[src/rtl/scope_acq_ctrl.sv]
// scope_acq_ctrl
//   Acquisition/trigger sequencer. Decimates the ADC sample stream, writes
//   samples into the circular display buffer, finds the trigger point, keeps
//   pre- and post-trigger samples, and hands a full frame to the renderer.
//
// Ports
//   clk, rst          system clock; asynchronous reset, active-low
//   sample_in         raw unsigned sample, valid every cycle
//   sample_div        one sample every sample_div clocks (0 behaves as 1)
//   trig_level        trigger threshold
//   trig_rising       1 = rising edge, 0 = falling edge
//   trig_mode         0 AUTO, 1 NORMAL, 2 SINGLE, 3 NORMAL
//   pretrig           samples kept ahead of the trigger
//   arm, stop         1-cycle pulses: start acquisition / abort to IDLE
//   force_trig        1-cycle pulse: force a trigger while waiting
//                     (named force_trig because "force" is a reserved word)
//   disp_busy         renderer is reading the buffer; blocks auto rearm
//   wr_en/addr/data   buffer write port
//   trig_addr         address of the trigger sample
//   start_addr        oldest sample of the frame (trig_addr - pretrig)
//   buf_valid         a complete frame is in the buffer
//   triggered         last frame came from a real edge
//   state             current sequencer state
//
// state     | meaning
// ----------+-----------------------------------------------------------
// IDLE  (0) | stopped, waiting for arm
// PRE   (1) | filling the pre-trigger samples
// WAIT  (2) | writing continuously, looking for a trigger
// POST  (3) | filling the post-trigger samples
// DONE  (4) | frame complete, buf_valid high, waiting to rearm

module scope_acq_ctrl #(
  parameter int DW      = 8,
  parameter int AW      = 9,
  parameter int DIV_W   = 24,
  parameter int AUTO_TO = 1024
) (
  input  logic             clk,
  input  logic             rst,
  input  logic [DW-1:0]    sample_in,
  input  logic [DIV_W-1:0] sample_div,
  input  logic [DW-1:0]    trig_level,
  input  logic             trig_rising,
  input  logic [1:0]       trig_mode,
  input  logic [AW-1:0]    pretrig,
  input  logic             arm,
  input  logic             stop,
  input  logic             force_trig,
  input  logic             disp_busy,
  output logic             wr_en,
  output logic [AW-1:0]    wr_addr,
  output logic [DW-1:0]    wr_data,
  output logic [AW-1:0]    trig_addr,
  output logic [AW-1:0]    start_addr,
  output logic             buf_valid,
  output logic             triggered,
  output logic [2:0]       state
);

  localparam int AT_W = $clog2(AUTO_TO + 1);

  typedef enum logic [2:0] {
    S_IDLE = 3'd0,
    S_PRE  = 3'd1,
    S_WAIT = 3'd2,
    S_POST = 3'd3,
    S_DONE = 3'd4
  } state_t;

  state_t           state_q;
  logic [DIV_W-1:0] div_cnt;
  logic [AW-1:0]    ptr;
  logic [AW-1:0]    pre_lat;
  logic [AW-1:0]    pre_rem;
  logic [AW-1:0]    post_rem;
  logic [AT_W-1:0]  auto_rem;
  logic [DW-1:0]    prev;
  logic             prev_valid;
  logic             force_pend;

  logic [DIV_W-1:0] div_eff;
  logic [DIV_W:0]   cnt_nxt;
  logic             strobe;
  logic             edge_hit;
  logic             auto_hit;

  always_comb begin
    div_eff  = (sample_div == '0) ? DIV_W'(1) : sample_div;
    cnt_nxt  = {1'b0, div_cnt} + (DIV_W+1)'(1);
    // ">=" so that shrinking sample_div mid-period still yields a strobe
    strobe   = (state_q == S_PRE || state_q == S_WAIT || state_q == S_POST) &&
               (cnt_nxt >= {1'b0, div_eff});
    edge_hit = prev_valid &&
               (trig_rising ? (prev < trig_level && sample_in >= trig_level)
                            : (prev > trig_level && sample_in <= trig_level));
    auto_hit = (trig_mode == 2'd0) && (auto_rem == '0);
  end

  assign state = state_q;

  // pretrig is AW bits wide, so it can never exceed DEPTH-1; no clamp needed.
  always_ff @(posedge clk or negedge rst) begin
    if (!rst) begin
      state_q    <= S_IDLE;
      div_cnt    <= '0;
      ptr        <= '0;
      pre_lat    <= '0;
      pre_rem    <= '0;
      post_rem   <= '0;
      auto_rem   <= '0;
      prev       <= '0;
      prev_valid <= 1'b0;
      force_pend <= 1'b0;
      wr_en      <= 1'b0;
      wr_addr    <= '0;
      wr_data    <= '0;
      trig_addr  <= '0;
      start_addr <= '0;
      buf_valid  <= 1'b0;
      triggered  <= 1'b0;
    end else begin
      wr_en <= 1'b0;
      if (strobe) begin
        prev       <= sample_in;
        prev_valid <= 1'b1;
        div_cnt    <= '0;
      end else if (state_q == S_PRE || state_q == S_WAIT || state_q == S_POST) begin
        div_cnt <= cnt_nxt[DIV_W-1:0];
      end

      if (stop) begin
        state_q    <= S_IDLE;
        buf_valid  <= 1'b0;
        force_pend <= 1'b0;
      end else begin
        case (state_q)
          S_IDLE: begin
            if (arm) begin
              state_q    <= S_PRE;
              div_cnt    <= '0;
              pre_lat    <= pretrig;
              pre_rem    <= pretrig;
              prev_valid <= 1'b0;
            end
          end
          S_PRE: begin
            if (pre_rem == '0) begin
              state_q    <= S_WAIT;
              auto_rem   <= AT_W'(AUTO_TO - 1);
              force_pend <= 1'b0;
            end else if (strobe) begin
              wr_en   <= 1'b1;
              wr_data <= sample_in;
              wr_addr <= ptr;
              ptr     <= ptr + AW'(1);
              pre_rem <= pre_rem - AW'(1);
              if (pre_rem == AW'(1)) begin
                state_q    <= S_WAIT;
                auto_rem   <= AT_W'(AUTO_TO - 1);
                force_pend <= 1'b0;
              end
            end
          end
          S_WAIT: begin
            if (strobe) begin
              wr_en   <= 1'b1;
              wr_data <= sample_in;
              wr_addr <= ptr;
              ptr     <= ptr + AW'(1);
              // a force only counts on a strobe strictly after its pulse
              if (edge_hit || force_pend || auto_hit) begin
                trig_addr  <= ptr;
                start_addr <= ptr - pre_lat;
                triggered  <= edge_hit;
                post_rem   <= {AW{1'b1}} - pre_lat;
                force_pend <= 1'b0;
                state_q    <= S_POST;
              end else begin
                if (auto_rem != '0) auto_rem <= auto_rem - AT_W'(1);
                if (force_trig) force_pend <= 1'b1;
              end
            end else if (force_trig) begin
              force_pend <= 1'b1;
            end
          end
          S_POST: begin
            if (post_rem == '0) begin
              state_q   <= S_DONE;
              buf_valid <= 1'b1;
            end else if (strobe) begin
              wr_en    <= 1'b1;
              wr_data  <= sample_in;
              wr_addr  <= ptr;
              ptr      <= ptr + AW'(1);
              post_rem <= post_rem - AW'(1);
              if (post_rem == AW'(1)) begin
                state_q   <= S_DONE;
                buf_valid <= 1'b1;
              end
            end
          end
          S_DONE: begin
            if (arm || (trig_mode != 2'd2 && !disp_busy)) begin
              state_q    <= S_PRE;
              buf_valid  <= 1'b0;
              div_cnt    <= '0;
              pre_lat    <= pretrig;
              pre_rem    <= pretrig;
              prev_valid <= 1'b0;
            end
          end
          default: state_q <= S_IDLE;
        endcase
      end
    end
  end

endmodule
[config.mk]
export PLATFORM = sky130hd
export DESIGN_NAME = scope_acq_ctrl
export DESIGN_NICKNAME = d
export VERILOG_FILES = /design/src/rtl/scope_acq_ctrl.sv
export SDC_FILE = /design/constraint.sdc
export NUM_CORES = 1
export LEC_CHECK = 0
export CORE_MARGIN = 4
export CORE_UTILIZATION = 30
export DETAILED_ROUTE_END_ITERATION = 8
export SYNTH_ARGS = -nofsm -noshare
export SYNTH_HDL_FRONTEND = slang
export SYNTH_SLANG_ARGS = --single-unit
[constraint.sdc]
create_clock -name clk -period 7.2 [get_ports clk]
set_input_delay 1.8 -clock clk [delete_from_list [all_inputs] [get_ports clk]]
set_output_delay 1.8 -clock clk [all_outputs]
set_load 0.1 [all_outputs]
==> results of run 1 <==
==> logic make-up (layout without fill, tap and decap cells) <==
| family | Yosys count | after routing | share of synthesized area, % |
|---|---|---|---|
| adders and majority gates | 56 | 56 | 9.508 |
| muxes | 24 | 24 | 3.528 |
| and+or+nand+nor | 328 | 328 | 20.66 |
| DFF | 122 | 122 | 40.99 |
| buffers and inverters | 91 | 195 | 4.754 |
| AOI/OAI and AO/OA | 163 | 163 | 13.86 |
| xor gates and xnor gates | 57 | 57 | 6.703 |
==> state kept, by name, indices dropped and copies added, names as in the netlist <==
signal	cells
auto_rem	11
pre_rem	9
wr_addr	9
triggered	1
pre_lat	9
div_cnt	24
wr_en	1
prev_valid	1
force_pend	1
wr_data	8
ptr	9
trig_addr	9
prev	8
state	3
buf_valid	1
start_addr	9
post_rem	9
==> worst max-delay path, stage by stage <==
cell and delay [ns]:
clkdlybuf4s50_1 0.42, nor4_1 0.45, nand4_1 0.14, o21bai_1 0.17
ha_1 0.24, nand2b_1 0.14, a211oi_1 0.25, o211ai_1 0.14
a32o_1 0.30, o21ai_1 0.14, buf_4 0.23, a211o_1 0.65
inv_2 0.34, nand4_1 0.21, xnor2_1 0.14
==> worst paths after layout <==
kind                                         from                        to  slack (ns)
max in group asynchronous                     rst      prev_valid$_DFF_PN0_        4.42
min                        wr_addr[3]$_DFFE_PN0P_    wr_addr[3]$_DFFE_PN0P_        0.48
min in group asynchronous                     rst    pre_rem[6]$_DFFE_PN0P_        1.49
max                                sample_div[18]        ptr[3]$_DFFE_PN0P_        1.76
min reg2reg                wr_addr[3]$_DFFE_PN0P_    wr_addr[3]$_DFFE_PN0P_        0.48
max reg2reg                  div_cnt[2]$_DFF_PN0_  trig_addr[5]$_DFFE_PN0P_        2.05
==> routing by layer <==
layer  track usage (%)  routed length, um  vias up
met1             18.48               8815     2857
li1                  -                  -     3110
met3             2.954                692       20
met2             23.70               8909      109
met5                 0                  0        -
met4             3.975                254        0
==> through the flow <==
step / cell area, um^2 / hold slack (ns) / total power [uW] / instances / utilization [%]
after global routing: 9338 / 0.4917 / 2660 / 1269 / 38.28
after detailed placement: 8737 / 0.4683 / 1648 / 1237 / 35.82
final: 9338 / 0.4756 / 2495 / 1269 / 38.28
after global placement: 8737 / 0.4681 / 1635 / 1237 / 35.82
after CTS: 9338 / 0.4806 / 2524 / 1269 / 38.28
after floorplan: 7448 / 0.4497 / 1421 / 841 / -
==> power groups by stage <==
stage	Sequential [uW]	Combinational [uW]	Clock (uW)
after global placement	894	741	0
after global routing	902	843	914
after floorplan	930	491	0
after CTS	886	756	882
final	887	749	859
after detailed placement	897	750	0
==> synth_stat cells (6+ instances only) <==
cell	instances
o211ai_1	6
a31oi_1	14
clkbuf_1	24
or3_1	10
ha_1	55
mux2_1	8
a21o_1	8
dfrtp_1	122
nand4_1	17
inv_1	60
a21oi_1	39
or2_2	6
nand2_1	126
o22a_1	6
xnor2_1	33
nand3_1	22
nor2_1	77
o21ai_0	48
xor2_1	24
nor3_1	22
mux2_2	10
nor4_1	10
nand2b_1	10
mux2i_1	6
nor2b_1	12
==> layout make-up <==
cell class	instances	area, um^2	area share (%)
flip-flops and latches	122	3053	32.69
clock inverters	9	112.6	1.206
inverters	61	229.0	2.452
clock buffers	23	488.0	5.226
repair buffers	102	1008	10.80
well taps	324	405.4	4.341
multi-input cells	628	4041	43.28
==> metrics.txt, run 1 <==
run status=complete, no violations; commonest non-fill, non-tap cell in the layout=nand2_1; TritonCTS clock tree=yes; vias after detailed routing=6096; Routed Antenna Nets=0; Hold Violations, Final=0; Yosys top cell by area=dfrtp_1; WL/cell=14.71 um; Data required, critical path=7.53 ns; DP Wirelength=13810 um; die height=165.6 um; Post-synth EDFFs=0; ANT cells=0; Synth area leaders=dfrtp_1 41%, ha_1 9.2%, nand2_1 6.3%; CTS resizes=0; Crit Path Max Fanout=25; IO Pins=99; gpl congestion=0.7999; DRT iter0 DRCs=289; Clock Latency Late Sink=0.41 ns; flops & latches, synth=122; Yosys cell types=59; setup repair after global routing missed its margin=no; final worst setup slack=1.762 ns; clk slew on worst S/H paths=0.06 ns; grt ovf=0; setup TNS=0 ns; internal power=1614 uW; Psw=880.7 uW; # setup viols final=0; Syn Std Cell Area=0.007448 mm^2; Switching Share=35.30%; P per Cell Area=267.2 mW/mm^2; cell depth of the worst hold path=2; Synth top area share=40.99%; ys async rst share=100.0%; # hold bufs at CTS=0; Num CTS Buffers=17; Rows=57; Die Footprint=0.02741 mm^2; Hold WC Path Type=reg2reg; Startpoint Class=input pin; # DRC=0; final worst path period need=5.438 ns; I/O Buffers=98; Syn Area/Cell=8.857 um^2; drt pass-1 iters=4; Clock Tree Root=clkbuf_16; Slew Viols, Final=0; clock share of power=34.4%; Worst Clk Skew=0.008780 ns; Post-CTS Setup Bufs=0; Die Wd=165.6 um; leakage=0.004245 uW; vias in the first global route=6016; Fmax achieved=183.9 MHz; initial antenna violation count=0; fillcell total=2487; routed wire length=18670 um; core area=0.02439 mm^2; number of clock sinks=122; Sequential Power Share=35.5%; Vias/cell=4.804; sequential share of the synthesized area=40.99%; maxcap violations=0; peak supply drop=0.1757 mV; ratio of cells with drive above 1 in the final layout=6.561%; Comb pwr share=30.0%; initial core utilization=30.54%; Slew HR=16.13%; CP arrival=5.77 ns; path depth of the worst reg2reg path=16; Worst Setup Slack post-DPL=1.310 ns; Syn Nets=955; largest net degree at the start of global routing=65; global-route wire length before repair=30770 um; CP Capture Type=register; Cells after Synth=841; most frequent cells in the layout=126 x nand2_1, 122 x dfrtp_1, 97 x clkdlybuf4s50_1; Tcrit/Tclk final=75.53%; worst slew pin tran=1.257 ns; crit path kind=in2reg; H-tree depth=4; Main synth FF type=dfrtp_1; Synth Warn #=0; Longest Clk Path Bufs=2; Nets=1046; total track usage=14.13%; area delta synth->final=25.37%
(Power assumes the default switching activity.)
==> run 2, diff against run 1 <==
Clock period 7.2 ns to 5.2 ns, I/O delays scaled along.
==> run 2 against run 1 <==
Flip-flop and latch count unchanged. Core utilization rose by 0.44 points. Global-route usage rose by 0.062 points. Clock power up 46%. Critical endpoint is now auto_rem[4]$_DFFE_PN0P_. Largest cell class unchanged. Largest power group is now the clock network. Highest routed layer is now met5.
==> metrics.txt, run 2 (synthesis gave the netlist of run 1 again) <==
I/O Buffers=98 (unchanged); largest reg by FF count=div_cnt; Fmax achieved=215.7 MHz; CP Capture Type=register; die height=165.6 um (unchanged); fillcell total=2489 (+0.080%); post-place instance area=0.008825 mm^2 (+1.0%); largest registers=div_cnt: 24 flops, auto_rem: 11 flops; initial core utilization=30.54% (unchanged); Rows=57 (unchanged); Clock Tree Root=clkbuf_16; CP arrival=4.97 ns (-0.80 ns); commonest non-fill, non-tap cell in the layout=nand2_1; Nets=1056 (+0.96%); gpl congestion=0.8006 (about the same); total track usage=14.19% (+0.062 points); Hold Violations, Final=0 (unchanged); largest net degree at the start of global routing=66 (+1.5%); final worst path period need=4.636 ns; Worst Clk Skew=0.007101 ns (-0.001679 ns); maxcap violations=0 (unchanged); ANT cells=0 (unchanged); leakage=0.004312 uW (+1.6%); # DRC=0 (unchanged); peak supply drop=0.2342 mV (+33%); final instance area=0.009445 mm^2 (+1.2%); Hold WC Path Type=reg2reg; Crit Path Max Fanout=15 (-40%); drt pass-1 iters=5 (+1); Worst path max stage delay=0.75 ns (+0.10 ns); Data required, critical path=5.54 ns (-1.99 ns); crit path kind=reg2reg; CP cell instances=and4_1 > and2_1 > nand2_1 > nor3_1 > and3_1 > nor2b_1 > xor2_1 > ha_1 > nand4_1 > nor4_1 > a32o_1 > o21ai_1 > buf_4 > a211oi_2 > a311oi_1 > a31oi_1; Tot Pwr=3511 uW (+41%); run status=complete, no violations; clk slew on worst S/H paths=0.06 ns (about the same); IO Pins=99 (unchanged); Largest register FFs=24 (unchanged); vias after detailed routing=6214 (+1.9%); grt ovf=0 (unchanged); ratio of cells with drive above 1 in the final layout=7.749% (+1.2 points); WL/cell=14.57 um (-0.99%); core area=0.02439 mm^2 (unchanged); DRT iter0 DRCs=339 (+17%); Clock Latency Late Sink=0.42 ns (about the same); P per Cell Area=371.7 mW/mm^2 (+39%); H-tree depth=4 (unchanged); initial antenna violation count=1 (+1); TritonCTS clock tree=yes; Die Wd=165.6 um (unchanged); Num CTS Buffers=17 (unchanged); Vias/cell=4.858 (+1.1%); Die Footprint=0.02741 mm^2 (unchanged); DP Wirelength=13730 um (-0.58%); global-route wire length before repair=31030 um (+0.83%); Slew Viols, Final=0 (unchanged); Longest Clk Path Bufs=2 (unchanged); vias in the first global route=6180 (+2.7%); # hold bufs at CTS=0 (unchanged); worst slew pin tran=1.287 ns (+0.03006 ns); Startpoint Class=register; most frequent cells in the layout=126 x nand2_1, 122 x dfrtp_1, 97 x clkdlybuf4s50_1; Slew HR=13.55% (-2.6 points); setup repair after global routing missed its margin=no; number of clock sinks=122 (unchanged); setup TNS=0 ns (unchanged); Tcrit/Tclk final=89.15%; # setup viols final=0 (unchanged); Post-CTS Setup Bufs=0 (unchanged); CTS resizes=0 (unchanged); Routed Antenna Nets=0 (unchanged); area delta synth->final=26.81%; routed wire length=18630 um (-0.21%); CP max-delay cell=a211oi_2
==> run 2: report_power, final <==
part	switching (uW)	leakage (uW)	internal, uW	total, uW
combinational	643	0.00244	395	1040
sequential	141	0.00157	1090	1230
clock	462	0.000300	783	1250
total	1250	0.00431	2260	3510
==> run 2: through the flow <==
stage                     util (%)  hold WS (ns)  cells  worst slack (ns)
after floorplan                  -        0.4497    841             1.112
after global placement       36.18        0.4658   1247            0.3073
after detailed placement     36.18        0.4658   1247            0.2930
after CTS                    38.72        0.4822   1279            0.5467
after global routing         38.72        0.5034   1279           0.04297
final                        38.72        0.4806   1279            0.5641
==> run 2: critical path: cells and delay by family, from the launching register on <==
kind / cells / cell delay [ns]
xor+xnor: 1 / 0.09
simple gates: 8 / 1.93
buf+inv: 1 / 0.21
compound gates: 5 / 1.51
fa+ha+maj: 1 / 0.32
flops: 1 / 0.50
==> run 2: layout make-up <==
class	instances	area (um^2)	share of cell area [%]
clock buffer	19	452.9	4.795
multi-input combinational	628	4041	42.79
clock inverter	13	167.7	1.775
sequential	122	3053	32.32
tap	324	405.4	4.292
timing repair buffer	112	1096	11.60
inverter	61	229.0	2.424
==> run 2: per-layer routing <==
| metal | track usage (%) | share of wire [%] | vias to the layer above |
|---|---|---|---|
| li1 | - | - | 3127 |
| met1 | 18.83 | 48 | 2963 |
| met2 | 23.35 | 47 | 107 |
| met3 | 3.351 | 4.3 | 15 |
| met4 | 3.712 | 1.0 | 2 |
| met5 | 0 | 0.070 | - |
==> run 2: final timing paths <==
check | startpoint | end | slack, ns | depth (start not counted)
max | div_cnt[8]$_DFF_PN0_ | auto_rem[4]$_DFFE_PN0P_ | 0.56 | 16
min | wr_data[0]$_DFFE_PN0P_ | wr_data[0]$_DFFE_PN0P_ | 0.48 | 2
max reg2reg | div_cnt[8]$_DFF_PN0_ | auto_rem[4]$_DFFE_PN0P_ | 0.56 | 16
min reg2reg | wr_data[0]$_DFFE_PN0P_ | wr_data[0]$_DFFE_PN0P_ | 0.48 | 2
max in group asynchronous | rst | div_cnt[11]$_DFF_PN0_ | 3.25 | 2
min in group asynchronous | rst | pre_rem[6]$_DFFE_PN0P_ | 0.98 | 1
